**config.mk**
```make
export PLATFORM = sky130hd
export DESIGN_NAME = if_stage_pipe
export DESIGN_NICKNAME = d
export VERILOG_FILES = /design/src/rtl/if_stage_pipe.sv
export SDC_FILE = /design/constraint.sdc
export NUM_CORES = 1
export LEC_CHECK = 0
export ABC_CLOCK_PERIOD_IN_PS = 3600
export CORE_MARGIN = 8
export CORE_UTILIZATION = 44
export CTS_CLUSTER_DIAMETER = 200
export DETAILED_ROUTE_END_ITERATION = 7
export PLACE_DENSITY = 0.82
export SYNTH_ARGS = -nofsm -noshare
export SYNTH_HDL_FRONTEND = slang
export SYNTH_SLANG_ARGS = --single-unit
```
**constraint.sdc**
```tcl
create_clock -name clk -period 3.6 [get_ports clk]
set_input_delay 0.9 -clock clk [delete_from_list [all_inputs] [get_ports clk]]
set_output_delay 0.9 -clock clk [all_outputs]
set_load 0.005 [all_outputs]
```
**src/rtl/if_stage_pipe.sv**
```systemverilog
// Instruction-fetch stage with PC register and IF/ID pipeline register.
// Optional stall-cycle counter enabled by defining IF_STALL_COUNT_EN.
module if_stage_pipe #(
  parameter int                    ADDR_WIDTH   = 32,
  parameter logic [ADDR_WIDTH-1:0] RESET_PC     = '0,
  parameter logic [31:0]           BUBBLE_INSTR = 32'h0000_0000
) (
  input  logic                  clk,
  input  logic                  rst,
  input  logic                  hazard,
  input  logic                  branch_taken,
  input  logic [ADDR_WIDTH-1:0] branch_addr,
  output logic [ADDR_WIDTH-1:0] imem_addr,
  input  logic [31:0]           imem_data,
  input  logic                  imem_ready,
  output logic [ADDR_WIDTH-1:0] PC_out,
  output logic [31:0]           instruction_out,
  output logic                  valid_out,
  output logic [31:0]           stall_count
);

  localparam logic [ADDR_WIDTH-1:0] RESET_PC_ALIGNED = {RESET_PC[ADDR_WIDTH-1:2], 2'b00};

  logic [ADDR_WIDTH-1:0] pc_q, pc_d;
  logic [ADDR_WIDTH-1:0] pc_out_q, pc_out_d;
  logic [31:0]           instr_q, instr_d;
  logic                  valid_q, valid_d;
  logic                  stall_cycle;
  logic [ADDR_WIDTH-1:0] pc_plus4;

  // Modulo-2^ADDR_WIDTH increment; wraps silently at the top of the space.
  assign pc_plus4 = pc_q + ADDR_WIDTH'(4);

  // Priority: branch redirect > hazard freeze > memory wait > normal fetch.
  always_comb begin
    pc_d        = pc_q;
    pc_out_d    = pc_out_q;
    instr_d     = instr_q;
    valid_d     = valid_q;
    stall_cycle = 1'b0;
    if (branch_taken) begin
      pc_d     = {branch_addr[ADDR_WIDTH-1:2], 2'b00};
      pc_out_d = '0;
      instr_d  = BUBBLE_INSTR;
      valid_d  = 1'b0;
    end else if (hazard) begin
      stall_cycle = 1'b1;
    end else if (!imem_ready) begin
      pc_out_d    = '0;
      instr_d     = BUBBLE_INSTR;
      valid_d     = 1'b0;
      stall_cycle = 1'b1;
    end else begin
      pc_d     = {pc_plus4[ADDR_WIDTH-1:2], 2'b00};
      pc_out_d = pc_plus4;
      instr_d  = imem_data;
      valid_d  = 1'b1;
    end
  end

  always_ff @(posedge clk or posedge rst) begin
    if (rst) begin
      pc_q     <= RESET_PC_ALIGNED;
      pc_out_q <= '0;
      instr_q  <= BUBBLE_INSTR;
      valid_q  <= 1'b0;
    end else begin
      pc_q     <= pc_d;
      pc_out_q <= pc_out_d;
      instr_q  <= instr_d;
      valid_q  <= valid_d;
    end
  end

`ifdef IF_STALL_COUNT_EN
  logic [31:0] stall_cnt_q, stall_cnt_d;

  // Saturating count of freeze and wait-state cycles.
  always_comb begin
    stall_cnt_d = stall_cnt_q;
    if (stall_cycle && (stall_cnt_q != 32'hFFFF_FFFF)) begin
      stall_cnt_d = stall_cnt_q + 32'd1;
    end
  end

  always_ff @(posedge clk or posedge rst) begin
    if (rst) begin
      stall_cnt_q <= '0;
    end else begin
      stall_cnt_q <= stall_cnt_d;
    end
  end

  assign stall_count = stall_cnt_q;
`else
  logic unused_stall;
  assign unused_stall = stall_cycle;
  assign stall_count  = 32'h0;
`endif

  assign imem_addr       = pc_q;
  assign PC_out          = pc_out_q;
  assign instruction_out = instr_q;
  assign valid_out       = valid_q;

endmodule

```
### Yosys cells after proc, flatten, opt, wreduce, memory -nomap -nowiden

Index checks and enable logic that the tools add are counted.

| cells by class | value |
|---|---|
| equal/unequal tests | 1 |
| reductions and logical operators | 2 |
| add/sub/neg operators | 1 |
| mux-type cells | 12 |

Operators by type and width:

| kind | number |
|---|---|
| $mux 32 | 9 |
| $add 32x3->32 const B | 1 |
| $mux 1 | 3 |
| $ne 2x1->1 const B | 1 |
| $reduce_and 2->1 | 1 |
| $reduce_bool 2->1 | 1 |

| word-level totals | value |
|---|---|
| register bits after elaboration | 97 |
| word-level logic and storage cells | 20 |
| input bits | 69 |
| output and inout port bits | 129 |

### Logic depth before layout (Yosys ltp)

| logic depth | value |
|---|---|
| depth after elaboration | 4 |
| gate-level depth with buffers | 7 |
| mapped depth without buffers | 5 |

### Worst setup path after synthesis

OpenSTA, ideal clock, no wires.

| timing path | value |
|---|---|
| path kind | in2reg |
| from | in hazard |
| to | reg pc_q[23] (netlist: imem_addr[23]) |
| setup time | 82 ps |
| slack | 1104 ps |
| stages on the path | 6 |
| path buffers | 2 |
| data required time | 3518 ps |
| arrival | 2414 ps |
| cells stage by stage | nand2b_1 -> clkbuf_1 -> or3_1 -> clkbuf_1 -> or4_1 -> a31oi_1 |

| on the way | value |
|---|---|
| longest elaborated chain between the ends | 2 |

Ends and longest elaborated chain:

| what | RTL line | RTL |
|---|---|---|
| start, declared | 10 | `input logic hazard,` |
| $ne 2x1->1 (no source line) | -- |  |
| $reduce_and 2->1 (no source line) | -- |  |
| end signal, assigned | 68 | `pc_q <= pc_d;` |
| end, declared | 24 | `logic [ADDR_WIDTH-1:0] pc_q, pc_d;` |

No other way between the ends.
A chain may end at the register's enable or synchronous reset.

### Final worst setup path

| timing path | value |
|---|---|
| from | in hazard |
| to | reg pc_q[31] (netlist: imem_addr[31]) |

Same word-level chain as after synthesis.

==> impl_results.md <==
* Hold WS at 0.488 ns
* Synth area leaders: dfrtp_1 48%, a22o_1 6.0%, buf_4 5.6%
* Post-route cell area at 6590 um2
* Leakage power at 2.68 nW
* TritonCTS clock tree: yes
* Setup Skew at 0.0114 ns
* Finished Layout Cells at 779
* Ys async rst share at 1.00
* Critical path class: in2reg
* Port bufs at 159
* Syn Area/Cell at 9.73 um2
* Critical path data arrival time at 3.06 ns
* Combinational share of power at 0.185
* Flop2flop setup slack at 1.05 ns
* Full die area at 14600 um2
* H-tree depth at 3
* Hold path cells at 2
* Synth cell types at 45
* Synth Warn # at 0
* Fin crit share at 0.770
* Ys flop type: dfrtp_1
* Worst slew pin tran at 0.896 ns
* Crit Path Max Fanout at 7
* Final Hold Viols at 0
* Switching Share at 0.272
* Row count at 38
* Tot Pwr at 2.32 mW
* Layout cells sized above 1 at 0.0516
* Slew margin rel. at 0.402
* Mapped Cells at 497
* Die X at 121 um
* Synth area leader: dfrtp_1
* Yosys reg bits at 93
* Min-delay src: PC_out[2]$_DFFE_PP0P_
* Largest net degree at the start of global routing at 50
* Vias in the first global route at 4158
* Internal power at 1.69 mW
* Area Growth Syn to Fin at 36.3%
* Net Sw Power at 0.631 mW
* Vias at 4289
* R2r endpoint: PC_out[31]$_DFFE_PP0P_
* EDFF count, synth at 0
* GRT Overall Usage at 0.189
* Fin. max-slew vios at 0
* Clock latency on the worst-skew pair at 0.37 ns
* Clock edge transition at the registers on the reported setup and hold paths at 0.09 ns
* Cells after DPL at 763
* Area post-placement at 6390 um2
* Cell area after synthesis at 4840 um2
* Endpoints failing setup at 0
* Most frequent cells in the layout: 159 x clkdlybuf4s50_1, 93 x dfrtp_1, 58 x nand2_1
* DP HPWL at 10.7 mm
* Worst Path Required at 3.89 ns
* Status: finished clean
* Sequential area share after synthesis at 0.481
* Final Util at 0.611
* Reg2Reg Depth at 4
* Drt wl/cell at 18.5 um
* CTS Sinks at 93
* Setup TNS at 0 ns
* Initial Utilization at 0.448
* Postcts setup bufs at 0
* Clock power share at 0.301
* Initial antenna violation count at 0
* Root Driver: clkbuf_8
* Most common cell after layout, fill and taps aside: clkdlybuf4s50_1
* CTS Hold Bufs at 0
* Seq pwr share at 0.514
* Max IR drop VDD at 0.182 mV
* CTS Buf Count at 9
* Ant diodes at 0
* Crit path capture type: flip-flop
* Residual DRC at 0
* Vias per inst at 5.51
* Iter 0 DRT Violations at 267
* Nets at 704
* CTS Buffer Depth at 2
* PD cells at 352 nW/um2
* GPL Wtd Cong at 0.891
* Min-Delay Path Class: reg2reg
* Startpoint class of the critical path: input pin
* Final WS setup at 0.828 ns
* Total gr overflow at 0
* I/O pin cnt at 198
* Unrepaired setup endpoints after global routing: no
* Maxcap violations at 0
* Minimum clock period after layout at 2.77 ns
* Drt total wl at 14.4 mm
* Final ANT Viol Nets at 0
* Synth top area share at 0.481
* CTS resizes at 0
* Drt pass-1 iters at 4
* Crit Reg-Reg Startpoint: imem_addr[4]$_DFFE_PP0P_
* Fmax at 0.361 GHz
* Pre-CTS setup slack at 0.472 ns
* CORE AREA at 10800 um2
* First-pass GRT wire length at 22.0 mm
* Worst hold path endpoint: PC_out[2]$_DFFE_PP0P_
* Die Ht at 121 um
worst max path at each step:
stage,start,to,slack (ns),cells past startpoint
2_1_floorplan,rst,PC_out[10]$_DFFE_PP0P_,0.28,1
3_3_place_gp,hazard,imem_addr[31]$_DFFE_PP0P_,0.49,5
3_5_place_dp,hazard,imem_addr[31]$_DFFE_PP0P_,0.47,5
4_1_cts,hazard,imem_addr[31]$_DFFE_PP0P_,0.84,5
5_1_grt,hazard,imem_addr[31]$_DFFE_PP0P_,0.74,5
6_report,hazard,imem_addr[31]$_DFFE_PP0P_,0.83,5
area by class of cell:
cell class	count	area (um2)
inverters	3	13.8
multi-input cells	359	2200
fillers	897	4200
well taps	140	175
clock buffers	11	141
repair buffers	168	1670
clock inverters	5	60.1
flip-flops and latches	93	2330
registers in the layout (all words and copies together) (netlist names):
signal and count:
instruction_out 32, PC_out 30, valid_out 1, imem_addr 30
per-layer routing:
layer,up-vias,GRT usage,wire [um]
met5,-,0,0
met4,0,0.0578,163
met3,13,0.0651,1410
met2,187,0.314,6920
met1,2062,0.225,5890
li1,2027,-,-
power groups by stage:
stage	clock network [mW]	registers (mW)	logic, mW
3_5_place_dp	0	1.21	0.430
5_1_grt	0.759	1.20	0.468
2_1_floorplan	0	1.18	0.216
6_report	0.698	1.19	0.430
3_3_place_gp	0	1.21	0.423
4_1_cts	0.718	1.19	0.433
cell families after synthesis:
group	synth area share
xor+xnor	0.0453
other cells	0.000775
compound gates	0.171
buf+inv	0.0931
fa+ha+maj	0.00259
simple gates	0.204
mux	0.00207
flops	0.481
critical path, cell delays in order:
cell and delay (ns):
clkdlybuf4s50_1 0.55, nand4b_1 0.29, or4_1 0.63, or4_1 0.53, a31oi_1 0.16
synthesized netlist by cell type, types with 7 or more instances:
master	count
dfrtp_1	93
o21ai_0	30
nor4_1	7
xor2_1	9
nand3_1	23
a31oi_1	15
clkbuf_1	34
or4_1	20
buf_4	36
o31ai_1	12
nor3_1	7
nand2_1	58
xnor2_1	16
a22o_1	33
nand4_1	8
nor2_1	25
o211ai_1	11
Power figures use the tool's default switching activity.
